$ cat config.mk
export PLATFORM = sky130hd
export DESIGN_NAME = write_driver
export DESIGN_NICKNAME = d
export VERILOG_FILES = /design/src/rtl/write_driver.sv
export SDC_FILE = /design/constraint.sdc
export NUM_CORES = 1
export LEC_CHECK = 0
export ABC_AREA = 1
export BUFFER_PORTS_ARGS = -buffer_cell sky130_fd_sc_hd__buf_2
export CORE_MARGIN = 4
export CORE_UTILIZATION = 43
export CTS_CLUSTER_SIZE = 30
export DETAILED_ROUTE_END_ITERATION = 8
export PLACE_DENSITY = 0.75
export SYNTH_ARGS = -nofsm -noshare
export SYNTH_HDL_FRONTEND = slang
export SYNTH_SLANG_ARGS = --single-unit
$ cat constraint.sdc
create_clock -name i_CLK -period 0.99 [get_ports i_CLK]
set_input_delay 0.198 -clock i_CLK [delete_from_list [all_inputs] [get_ports i_CLK]]
set_output_delay 0.198 -clock i_CLK [all_outputs]
set_load 0.05 [all_outputs]
$ cat src/rtl/write_driver.sv
// Write-back address/strobe generator for the FFT butterfly pipeline: delays each RAM read
// by the butterfly latency, writes the results back to the same A/B addresses, and tracks passes.
module write_driver #(
    parameter int ADDR_SIZE      = 5,
    parameter int DATA_WIDTH     = 32,
    parameter int PIPE_LATENCY   = 3,
    parameter int PAIRS_PER_PASS = 4
) (
    input  logic                  i_CLK,
    input  logic                  i_RST,
    input  logic                  i_rden,
    input  logic [ADDR_SIZE-1:0]  i_rdaddr_A,
    input  logic [ADDR_SIZE-1:0]  i_rdaddr_B,
    input  logic [DATA_WIDTH-1:0] i_bfly_A,
    input  logic [DATA_WIDTH-1:0] i_bfly_B,
    output logic                  o_wren,
    output logic [ADDR_SIZE-1:0]  o_wraddr_A,
    output logic [ADDR_SIZE-1:0]  o_wraddr_B,
    output logic [DATA_WIDTH-1:0] o_wrdata_A,
    output logic [DATA_WIDTH-1:0] o_wrdata_B,
    output logic                  o_busy,
    output logic                  o_pass_done,
    output logic                  o_err_short
);
    localparam int             CW   = $clog2(PAIRS_PER_PASS + 1);
    localparam logic [CW-1:0]  LAST = CW'(PAIRS_PER_PASS - 1);

    typedef enum logic [1:0] {IDLE, ACTIVE, DONE, ERR} state_t;

    state_t                  r_state, w_next;
    logic [PIPE_LATENCY-1:0] r_tag_v;
    logic [ADDR_SIZE-1:0]    r_tag_a [PIPE_LATENCY];
    logic [ADDR_SIZE-1:0]    r_tag_b [PIPE_LATENCY];
    logic [CW-1:0]           r_count;
    logic                    r_wren, r_pass_done, r_err;
    logic [ADDR_SIZE-1:0]    r_wraddr_A, r_wraddr_B;
    logic [DATA_WIDTH-1:0]   r_wrdata_A, r_wrdata_B;
    logic                    w_issue, w_any_tag, w_pass_end;

    assign w_issue    = r_tag_v[PIPE_LATENCY-1];
    assign w_any_tag  = |r_tag_v;
    assign w_pass_end = w_issue && (r_count == LAST);

    always_comb begin
        w_next = r_state;
        case (r_state)
            IDLE:    if (i_rden || w_any_tag) w_next = ACTIVE;
            ACTIVE: begin
                if (w_pass_end)
                    w_next = DONE;
                else if (!w_any_tag && !i_rden)
                    w_next = (r_count != '0) ? ERR : IDLE;
            end
            // a one-pair pass can complete again while still in DONE
            DONE: begin
                if (w_pass_end)
                    w_next = DONE;
                else if (w_any_tag || i_rden)
                    w_next = ACTIVE;
                else
                    w_next = IDLE;
            end
            ERR:     w_next = IDLE;
            default: w_next = IDLE;
        endcase
    end

    always_ff @(posedge i_CLK) begin
        if (i_RST) begin
            r_state     <= IDLE;
            r_tag_v     <= '0;
            for (int i = 0; i < PIPE_LATENCY; i++) begin
                r_tag_a[i] <= '0;
                r_tag_b[i] <= '0;
            end
            r_count     <= '0;
            r_wren      <= 1'b0;
            r_pass_done <= 1'b0;
            r_err       <= 1'b0;
            r_wraddr_A  <= '0;
            r_wraddr_B  <= '0;
            r_wrdata_A  <= '0;
            r_wrdata_B  <= '0;
        end else begin
            r_state <= w_next;
            for (int i = PIPE_LATENCY - 1; i > 0; i--) begin
                r_tag_v[i] <= r_tag_v[i-1];
                r_tag_a[i] <= r_tag_a[i-1];
                r_tag_b[i] <= r_tag_b[i-1];
            end
            r_tag_v[0] <= i_rden;
            r_tag_a[0] <= i_rdaddr_A;
            r_tag_b[0] <= i_rdaddr_B;

            // addr/data hold their last value across gaps in the tag stream
            r_wren <= w_issue;
            if (w_issue) begin
                r_wraddr_A <= r_tag_a[PIPE_LATENCY-1];
                r_wraddr_B <= r_tag_b[PIPE_LATENCY-1];
                r_wrdata_A <= i_bfly_A;
                r_wrdata_B <= i_bfly_B;
            end

            r_pass_done <= (r_state == DONE);
            if (r_state == ERR) begin
                r_err   <= 1'b1;
                r_count <= '0;
            end else if (w_issue) begin
                r_count <= (r_count == LAST) ? '0 : r_count + 1'b1;
            end
        end
    end

    assign o_wren      = r_wren;
    assign o_wraddr_A  = r_wraddr_A;
    assign o_wraddr_B  = r_wraddr_B;
    assign o_wrdata_A  = r_wrdata_A;
    assign o_wrdata_B  = r_wrdata_B;
    assign o_busy      = (r_state != IDLE) || w_any_tag;
    assign o_pass_done = r_pass_done;
    assign o_err_short = r_err;
endmodule
==> results of run 1 <==
synthesized netlist by cell type:
library cell  instances  area [sq um]
a211oi_1              1          7.51
a21oi_1               3          15.0
a21oi_2               1          8.76
and3_1                1          6.26
buf_2                 8          40.0
buf_4                 6          45.0
buf_6                 2          22.5
clkbuf_1             13          48.8
dfxtp_1             115          2300
ha_1                  2          25.0
inv_1                38           143
inv_2                 3          11.3
nand2_1              12          45.0
nand2_4               1          11.3
nand3_1               3          15.0
nand4_2               1          12.5
nor2_1              189           709
nor2_4                1          11.3
nor3_1                2          10.0
o21ai_0              63           315
o21ai_1              11          55.1
cell families after synthesis:
kind of cell | count (synthesis) | share of synthesized area (%)
flip-flops | 115 | 59.6
adder cells (fa/ha/maj) | 2 | 0.648
buffers and inverters | 70 | 8.04
AND/OR/NAND/NOR | 210 | 21.3
AO/OA/AOI/OAI | 79 | 10.4
stage by stage:
step	setup WS [ps]	hold slack, ps	area, sq um	util [%]
after floorplan	-64.0	305	3900	-
after global placement	-93.7	390	4840	55.5
after detailed placement	-144	393	4840	55.5
after CTS	-520	98.7	8460	97.1
timing repair:
action                     in CTS
gates resized for setup       506
hold buffers                   75
hold endpoints to repair       75
setup endpoints to repair     151
gates cloned                   24
buffers inserted               22
pin swaps                      64
==> results_dict.tcl, run 1 <==
set metrics [dict create \
    yosysUniqueCellTypes 21 \
    start_util_pct 44.3 \
    worst_path_end_type "top-level output" \
    stop_stage "5_1_grt" \
    dp.cells 726 \
    yosysWarningCount 0 \
    clk_path_buf_depth 2 \
    cts_root_buf "clkbuf_8" \
    netlist_instances 476 \
    row_count 34 \
    syn-cell-area_sq_um 3860 \
    htree_levels 4 \
    ys_ff_latch 115 \
    postGrtWorstEndpoint "o_busy" \
    ioPinCount 155 \
    cts_sinks 115 \
    io_buffers 154 \
    dp_hpwl_mm 6.37 \
    yosysSeqAreaShare_pct 59.6 \
    syn_area_per_cell_sq_um 8.11 \
    die_width_um 103 \
    cts_inserted_buffers 17 \
    die_y_um 103 \
    synth.net_count 555 \
    outcome "stopped before the end" \
    grt_max_degree 48 \
    firstError "[ERROR DPL-0038] Utilization greater than 100%, impossible to legalize" \
    finalWeightedCongestion 0.776 \
]
==> run 2: changes to the inputs <==
--- a/config.mk
+++ b/config.mk
@@ -8,10 +8,9 @@
 export ABC_AREA = 1
 export BUFFER_PORTS_ARGS = -buffer_cell sky130_fd_sc_hd__buf_2
 export CORE_MARGIN = 4
-export CORE_UTILIZATION = 43
-export CTS_CLUSTER_SIZE = 30
+export CORE_UTILIZATION = 40
 export DETAILED_ROUTE_END_ITERATION = 8
-export PLACE_DENSITY = 0.75
+export PLACE_DENSITY_LB_ADDON = 0.15
 export SYNTH_ARGS = -nofsm -noshare
 export SYNTH_HDL_FRONTEND = slang
 export SYNTH_SLANG_ARGS = --single-unit
==> constraint.sdc (replaced) <==
create_clock -name i_CLK -period 1.3 [get_ports i_CLK]
set_input_delay 0.26 -clock i_CLK [delete_from_list [all_inputs] [get_ports i_CLK]]
set_output_delay 0.26 -clock i_CLK [all_outputs]
set_load 0.05 [all_outputs]
==> run 2 against run 1 <==
Against the previous run:
- the flow now finishes, with violations (setup timing)
- synthesized cell count unchanged
- area after synthesis unchanged
==> results_dict.tcl, run 2 <==
set metrics [dict create \
    synth_largest_area_cell "dfxtp_1" \
    hold_slack_ps 26.8 \
    start_util_pct 41.4 \
    vias 3807 \
    final_cell_mix "nor2_1, buf_2, buf_6, dlygate4sd3_1, dfxtp_2" \
    antenna_left 0 \
    cts_root_buf "clkbuf_8" \
    slew_viol_final 0 \
    wl_per_cell_um 13.6 \
    cts_sinks 115 \
    multi_input_area_sq_um 1270 \
    max_stage_delay_ps 340 \
    grt_pass1_vias 3737 \
    place_area_sq_um 4720 \
    power_mw 9.10 \
    htree_levels 4 \
    synth.most_common_cell "nor2_1" \
    dp_hpwl_mm 6.09 \
    yosysUniqueCellTypes 21 \
    netlist_instances 476 \
    post-route-util_pct 71.0 \
    p_leak_nw 3.18 \
    area_growth_pct 71.6 \
    max_cap_violations 0 \
    cp-end-kind "output pin" \
    io_buffers 154 \
    max_freq_mhz 658 \
    synth_edf_count 0 \
    tightestPinTransition_ps 358 \
    drt-vias-per-instance 4.52 \
    clkTransAtPathRegs_ps 60 \
    design_area_sq_um 6620 \
    dr.pass1.iters 5 \
    synth_area_leaders "dfxtp_1, nor2_1, o21ai_0, inv_1, o21ai_1" \
    seqCellArea_sq_um 2390 \
    critical_path_class "reg2out" \
    fillCellCount 679 \
    finalCritPeriodShare_pct 117 \
    hold_viol 0 \
    worst_skew_pair.late_latency_ps 500 \
    final_common_cell "nor2_1" \
    start_kind "register" \
    dp_slack_ps 134 \
    first_iter_violations 168 \
    crit_required_ps 1040 \
    layout-drive-gt1-share_pct 38.7 \
    dp.cells 738 \
    clk_path_buf_depth 2 \
    finalWeightedCongestion 0.832 \
    syn_area_per_cell_sq_um 8.11 \
    fp.coreArea_sq_um 9330 \
    yosysSeqAreaShare_pct 59.6 \
    ir_worst_vdd_mv 0.836 \
    synth_top_area_share_pct 59.6 \
    period_needed_ps 1520 \
    nNetsFinal 779 \
    arrival_ps 1260 \
    ys.flop_type "dfxtp_1" \
    syn-cell-area_sq_um 3860 \
    outcome "complete, but fails checks" \
    slew_headroom_pct 76.1 \
    postCtsSetupRepairBufs 0 \
    grt_pass1_wl_mm 17.8 \
    finalSetupViolations 1 \
    rsz0062_at_grt "true" \
    ys_ff_latch 115 \
    drt-total-wl_mm 11.4 \
    ys_top_cells_by_count "nor2_1, dfxtp_1, o21ai_0" \
    antenna_found_initial 0 \
    violations "setup timing" \
    die_y_um 106 \
    cp_max_fo 3 \
    min_path_type "in2reg" \
    grt_max_degree 77 \
    setup_tns_ps -220 \
    grt_overflow 0 \
    yosysWarningCount 0 \
    grt_usage_pct 19.4 \
    cts_inserted_buffers 17 \
    stdcell_count 842 \
    cts_tree "done" \
    die_width_um 106 \
    p_per_area_nw_per_um2 1370 \
    drc 0 \
    clock_skew_ps 14.4 \
    critPathSlowestCell "dfxtp_2" \
    ys_async_sr_fraction_pct 0 \
    ioPinCount 155 \
    synth.net_count 555 \
    dieArea_sq_um 11300 \
    path_cells "nor3_4, nand2_2, buf_6" \
    finalWorstSetupSlack_ps -220 \
    diodes 0 \
    row_count 35 \
]
run 2: worst paths after layout:
path / cells past startpoint / slack (ps) / to / startpoint
worst min register to register: 2 / 400 / r_tag_a[2][4]$_SDFF_PP0_ / r_tag_a[1][4]$_SDFF_PP0_
worst max register to register: 5 / 120 / o_wrdata_B[19]$_SDFFE_PP0P_ / r_tag_v[2]$_SDFF_PP0_
worst min-delay path: 3 / 30 / o_wrdata_A[26]$_SDFFE_PP0P_ / i_bfly_A[26]
worst max-delay path: 3 / -220 / o_busy / r_tag_v[0]$_SDFF_PP0_
run 2: worst max-delay path, delay by kind of cell, from the launching register on:
family	cells	cell delay, ps
flops	1	340
simple gates	2	270
buf+inv	1	150
run 2: cells by family (layout without fill, tap and decap cells):
kind of cell	Yosys count	in the layout	share of synthesized area (%)
AOI/OAI and AO/OA	79	79	10.4
adders and majority gates	2	2	0.648
buffers and inverters	70	307	8.04
DFF	115	115	59.6
and+or+nand+nor	210	210	21.3
run 2: routing by layer:
metal  global-route usage [%]  routed length, um  vias to the layer above
met1                     21.8               4580                     1737
met3                     5.46                629                       19
li1                         -                  -                     1923
met2                     34.5               6000                      128
met4                     7.86                220                        0
met5                        0                  0                        -
run 2: report_power, final:
part / leakage, nW / total (mW) / switching, mW / internal, mW
clock: 0.266 / 4.27 / 1.66 / 2.60
combinational: 1.94 / 1.08 / 0.599 / 0.483
sequential: 0.970 / 3.75 / 0.0791 / 3.67
total: 3.18 / 9.10 / 2.34 / 6.76
run 2: what timing repair did:
item,4_1_cts,5_1_grt
setup endpoints to repair,78,70
endpoints found under the hold margin,71,0
hold buffers,71,0
gates cloned,0,1
gates resized for setup,153,79
pin swaps,0,1
run 2: final cells by class:
| cell class | count | share of cell area, % |
|---|---|---|
| repair buffers | 234 | 31.6 |
| flip-flops and latches | 115 | 36.1 |
| inverters | 41 | 2.32 |
| clock buffers | 18 | 6.46 |
| multi-input cells | 291 | 19.1 |
| clock inverters | 14 | 1.96 |
| well taps | 129 | 2.44 |
Note: power is estimated with default switching activity, not from simulation.
==> run 3: changes to the inputs <==
--- a/config.mk
+++ b/config.mk
@@ -5,10 +5,10 @@
 export SDC_FILE = /design/constraint.sdc
 export NUM_CORES = 1
 export LEC_CHECK = 0
-export ABC_AREA = 1
+export ABC_AREA = 0
 export BUFFER_PORTS_ARGS = -buffer_cell sky130_fd_sc_hd__buf_2
 export CORE_MARGIN = 4
-export CORE_UTILIZATION = 40
+export CORE_UTILIZATION = 48
 export DETAILED_ROUTE_END_ITERATION = 8
 export PLACE_DENSITY_LB_ADDON = 0.15
 export SYNTH_ARGS = -nofsm -noshare
==> run 3 against run 2 <==
Against the previous run:
- the run still ends with setup timing left
- cell area is 0.87% higher
- clock-buffer cell count grew 3
- fmax decreased by 2.6%
- routed wire length is 1.8% lower
- worst hold slack worse by 0.75 ps
- flip-flop and latch count unchanged
- synthesized cell count decreased by 26%
- via count shrank 13%
- die area fell by 15%
- final cell count fell by 17%
- sequential power fell by 2%
- critical path type unchanged
- critical endpoint unchanged
- largest cell class unchanged
==> results_dict.tcl, run 3 <==
set metrics [dict create \
    r2r-end "o_wrdata_A[25]$_SDFFE_PP0P_" \
    rsz0062_at_grt "true" \
    finalWorstSetupSlack_ps -260 \
    power_mw 9.43 \
    r2r_cells 4 \
    min_path_type "in2reg" \
    slew_headroom_pct 79.9 \
    hold_start "i_bfly_B[14]" \
    grt_usage_pct 23.3 \
    grt_pass1_vias 3674 \
    cts_root_buf "clkbuf_8" \
    clkTransAtPathRegs_ps 50 \
    dp_hpwl_mm 5.69 \
    dieArea_sq_um 9570 \
    synth_area_leaders "dfxtp_1, mux2i_1, nor2_1, nor2b_1, buf_4" \
    wl_per_cell_um 16.1 \
    ys.flop_type "dfxtp_1" \
    violations "setup timing" \
    syn-cell-area_sq_um 3870 \
    final_common_cell "nor2_1" \
    finalCritPeriodShare_pct 120 \
    die_y_um 97.8 \
    antenna_found_initial 0 \
    htree_levels 4 \
    area_growth_pct 72.5 \
    r2r_slack_ps 30 \
    netlist_instances 352 \
    ys_ff_latch 115 \
    diodes 0 \
    synth.net_count 431 \
    cp-end-kind "output pin" \
    synth_edf_count 0 \
    hold_end "o_wrdata_B[14]$_SDFFE_PP0P_" \
    ioPinCount 155 \
    layout-drive-gt1-share_pct 46.0 \
    worst_skew_pair.late_latency_ps 500 \
    drt-total-wl_mm 11.2 \
    ys_async_sr_fraction_pct 0 \
    slew_viol_final 0 \
    first_iter_violations 99 \
    drc 0 \
    row_count 32 \
    yosysWarningCount 0 \
    synth_top_area_share_pct 59.4 \
    fp.coreArea_sq_um 7770 \
    tightestPinTransition_ps 302 \
    p_per_area_nw_per_um2 1410 \
    ys_top_cells_by_count "dfxtp_1, nor2_1, mux2i_1" \
    start_kind "register" \
    yosysUniqueCellTypes 23 \
    ir_worst_vdd_mv 0.998 \
    clock_skew_ps 12.6 \
    period_needed_ps 1560 \
    grt_overflow 0 \
    nNetsFinal 661 \
    drt-vias-per-instance 4.75 \
    critical_path_class "reg2out" \
    start_util_pct 49.9 \
    cts_inserted_buffers 17 \
    die_width_um 97.8 \
    antenna_left 0 \
    clk_path_buf_depth 2 \
    grt_pass1_wl_mm 17.9 \
    synth_largest_area_cell "dfxtp_1" \
    max_cap_violations 0 \
    arrival_ps 1300 \
    syn_area_per_cell_sq_um 11.0 \
    final_cell_mix "nor2_1, buf_6, buf_2, mux2i_1, dfxtp_2" \
    grt_max_degree 30 \
    hold_slack_ps 26.0 \
    crit_required_ps 1040 \
    reg2reg_from "r_tag_v[2]$_SDFF_PP0_" \
    io_buffers 154 \
    hold_viol 0 \
    synth.most_common_cell "dfxtp_1" \
    finalWeightedCongestion 0.812 \
    dp.cells 596 \
    dr.pass1.iters 4 \
    outcome "complete, but fails checks" \
    min_path_cells 3 \
    p_leak_nw 2.84 \
    cts_tree "done" \
    vias 3305 \
    cp_max_fo 2 \
    yosysSeqAreaShare_pct 59.4 \
    finalSetupViolations 1 \
    cts_sinks 115 \
    max_freq_mhz 641 \
    stdcell_count 696 \
]
-- run 3: changes by cell type after synthesis, moves of 4 or more --
cell / delta
nand2b_1: +4
nand2_1: -10
inv_1: -35
buf_1: +5
nor2b_1: +35
o21ai_1: -11
clkbuf_1: -7
o21ai_0: -62
mux2i_1: +75
nor2_1: -109
buf_2: -6
-- run 3: power by group --
group | switching [mW] | internal (mW) | leakage, nW | total, mW
Clock | 1.51 | 3.38 | 0.308 | 4.90
Combinational | 0.426 | 0.431 | 1.56 | 0.857
Sequential | 0.0539 | 3.62 | 0.969 | 3.68
Total | 1.99 | 7.44 | 2.84 | 9.43
-- run 3: cells by family (layout without fill, tap and decap cells) --
family	after synthesis	count (layout)	synth area share [%]
and+or+nand+nor	127	127	15.7
DFF	115	115	59.4
muxes	75	75	19.4
buffers and inverters	24	266	3.26
AOI/OAI and AO/OA	9	9	1.58
adders and majority gates	2	2	0.646
-- run 3: stage by stage --
stage               cell area [sq um]  setup WS [ps]  setup TNS [ps]  utilization, %
global route                     6680           -317            -349            86.0
floorplan                        3870           92.0               0               -
finish                           6680           -260            -260            86.0
CTS                              6570           -266            -266            84.6
global placement                 4770            138               0            61.4
detailed placement               4770           94.6               0            61.4
-- run 3: layout make-up --
class	count	area, sq um
flip-flops and latches	115	2400
repair buffers	232	2050
multi-input cells	213	1460
fillers	392	1090
clock buffers	21	449
clock inverters	10	179
well taps	102	128
inverters	3	11.3
-- run 3: worst max path at each step --
stage                            start                     endpoint  slack [ps]  depth (start not counted)
3_5_place_dp     r_tag_v[2]$_SDFF_PP0_  o_wrdata_A[30]$_SDFFE_PP0P_          90                          4
5_1_grt        r_state[0]$_SDFFE_PP0P_                       o_busy        -320                          3
6_report       r_state[0]$_SDFFE_PP0P_                       o_busy        -260                          3
3_3_place_gp     r_tag_v[2]$_SDFF_PP0_                       o_busy         140                          3
4_1_cts        r_state[0]$_SDFFE_PP0P_                       o_busy        -270                          3
2_1_floorplan    r_tag_v[2]$_SDFF_PP0_                       o_busy          90                          3
-- run 3: layer usage --
layer	GRT usage, %	part of all wire, %	vias up
met5	0	0	-
met4	9.27	2.2	0
met3	5.79	5.2	23
met2	43.9	56	103
met1	24.5	37	1565
li1	-	-	1614
-- run 3: repair_timing --
| action | in CTS | in global routing |
|---|---|---|
| endpoints found under the setup margin | 78 | 51 |
| hold buffers | 63 | 0 |
| gates resized for setup | 180 | 54 |
| buffers inserted | 3 | 3 |
| endpoints found under the hold margin | 63 | 0 |
| pin swaps | 2 | 2 |
-- run 3: worst max-delay path, stage by stage (launching register included) --
cell and delay, ps:
dfxtp_4 350, nor3_4 180, nand2_1 100, buf_6 160
==> run 4: changes to the inputs <==
==> constraint.sdc (replaced) <==
create_clock -name i_CLK -period 1.3 [get_ports i_CLK]
set_input_delay 0.195 -clock i_CLK [delete_from_list [all_inputs] [get_ports i_CLK]]
set_output_delay 0.195 -clock i_CLK [all_outputs]
set_load 0.05 [all_outputs]
==> run 4 against run 3 <==
Against the previous run:
- non-clock buffer count grew 19
- critical path depth is the same
- final cell count grew 2.9%
- first-iteration DRC count grew 31%
- the flow still finishes with violations (setup timing)
- critical path type unchanged
==> results_dict.tcl, run 4 (same netlist as run 3, synthesis figures left out) <==
set metrics [dict create \
    die_width_um 97.8 \
    ioPinCount 155 \
    dp_hpwl_mm 5.47 \
    vias 3438 \
    finalSetupViolations 23 \
    drc 0 \
    worst_skew_pair.late_latency_ps 500 \
    min_path_type "reg2reg" \
    cts_sinks 115 \
    cts_inserted_buffers 17 \
    sw_frac_of_total_pct 21.3 \
    seqCellArea_sq_um 2310 \
    area_growth_pct 72.9 \
    path_cells "nor3_4, nand2_1, buf_6" \
    diodes 0 \
    clock_skew_ps 7.16 \
    clkTransAtPathRegs_ps 60 \
    die_y_um 97.8 \
    hold_start "r_tag_a[1][1]$_SDFF_PP0_" \
    period_needed_ps 1520 \
    stdcell_count 716 \
    setup_tns_ps -917 \
    place_area_sq_um 4750 \
    r2r_cells 6 \
    finalCritPeriodShare_pct 117 \
    reg2reg_from "r_tag_v[2]$_SDFF_PP0_" \
    row_count 32 \
    max_freq_mhz 660 \
    drt-vias-per-instance 4.80 \
    cp_max_fo 6 \
    max_cap_violations 0 \
    dr.pass1.iters 4 \
    design_area_sq_um 6700 \
    switching_power_mw 2.03 \
    max_stage_delay_ps 400 \
    finalWeightedCongestion 0.796 \
    wl_per_cell_um 16.8 \
    antenna_left 0 \
    critical_path_class "reg2out" \
    p_clk_share_pct 52.0 \
    antenna_found_initial 0 \
    ir_worst_vdd_mv 0.904 \
    fp.coreArea_sq_um 7770 \
    power_frac_seq_pct 38.6 \
    p_per_area_nw_per_um2 1420 \
    comb_power_share_pct 9.4 \
    first_iter_violations 130 \
    start_util_pct 49.9 \
    arrival_ps 1320 \
    finalWorstSetupSlack_ps -216 \
    grt_pass1_vias 3352 \
    tightestPinTransition_ps 374 \
    grt_overflow 0 \
    p_leak_nw 2.88 \
    min_path_cells 1 \
    dp.cells 592 \
    clk_path_buf_depth 2 \
    r2r_slack_ps -100 \
    grt_usage_pct 20.7 \
    hold_end "r_tag_a[2][1]$_SDFF_PP0_" \
    cts_root_buf "clkbuf_8" \
    violations "setup timing" \
    cp-end-kind "output pin" \
    hold_viol 0 \
    r2r-end "r_state[0]$_SDFFE_PP0P_" \
    final_cell_mix "dfxtp_1, nor2_1, dlygate4sd3_1, buf_2, mux2i_1" \
    critPathSlowestCell "dfxtp_1" \
    dieArea_sq_um 9570 \
    final_common_cell "dfxtp_1" \
    nNetsFinal 680 \
    htree_levels 4 \
    grt_pass1_wl_mm 16.0 \
    outcome "complete, but fails checks" \
    fillCellCount 369 \
    post-route-util_pct 86.2 \
    intPower_mw 7.47 \
    drt-total-wl_mm 12.0 \
    rsz0062_at_grt "true" \
    multi_input_area_sq_um 1490 \
    slew_viol_final 0 \
    io_buffers 154 \
    cts_tree "done" \
    crit_required_ps 1110 \
    slew_headroom_pct 75.1 \
    layout-drive-gt1-share_pct 34.9 \
    grt_max_degree 57 \
    start_kind "register" \
]
[run 4: worst max-delay path, delay by kind of cell, from the launching register on]
family,cells,cell delay (ps)
buffers and inverters,1,160
and+or+nand+nor,2,260
DFF,1,400
[run 4: power groups by stage]
stage	clock [mW]	combinational, mW	sequential, mW
after detailed placement	0	0.585	3.73
after CTS	4.97	0.793	3.66
after global placement	0	0.578	3.73
after floorplan	0	0.225	3.88
final	4.94	0.892	3.67
after global routing	5.20	0.943	3.67
[run 4: worst max-delay path by stage]
stage / start / to / slack, ps
2_1_floorplan: r_tag_v[2]$_SDFF_PP0_ / o_busy / 160
3_3_place_gp: r_tag_v[2]$_SDFF_PP0_ / r_state[0]$_SDFFE_PP0P_ / 120
3_5_place_dp: r_tag_v[2]$_SDFF_PP0_ / r_state[0]$_SDFFE_PP0P_ / 90
4_1_cts: r_state[1]$_SDFFE_PP0P_ / o_busy / -190
5_1_grt: r_state[0]$_SDFFE_PP0P_ / o_busy / -280
6_report: r_state[0]$_SDFFE_PP0P_ / o_busy / -220
[run 4: area by class of cell]
cell class              count  share of cell area, %
clock buffers              23                   6.82
clock inverters             9                   2.63
inverters                   3                  0.168
multi-input cells         213                   22.2
flip-flops and latches    115                   34.5
well taps                 102                   1.91
repair buffers            251                   31.8
[run 4: routing by layer]
layer / part of all wire, % / global-route usage, %
met1: 38 / 23.0
met2: 54 / 36.9
met3: 5.4 / 6.64
met4: 2.6 / 7.67
met5: 0 / 0
[run 4: timing repair]
action	CTS	global route
gates cloned	0	5
setup buffers	2	9
endpoints found under the hold margin	78	0
pin swaps	2	6
endpoints found under the setup margin	43	53
resized for setup	50	83
hold buffers	76	0
[run 4: metrics by stage]
step / setup slack [ps] / total power [mW] / hold slack [ps]
CTS: -185 / 9.42 / 425
global placement: 115 / 4.31 / 405
finish: -216 / 9.50 / 426
floorplan: 157 / 4.11 / 323
global route: -284 / 9.82 / 424
detailed placement: 87.1 / 4.32 / 409
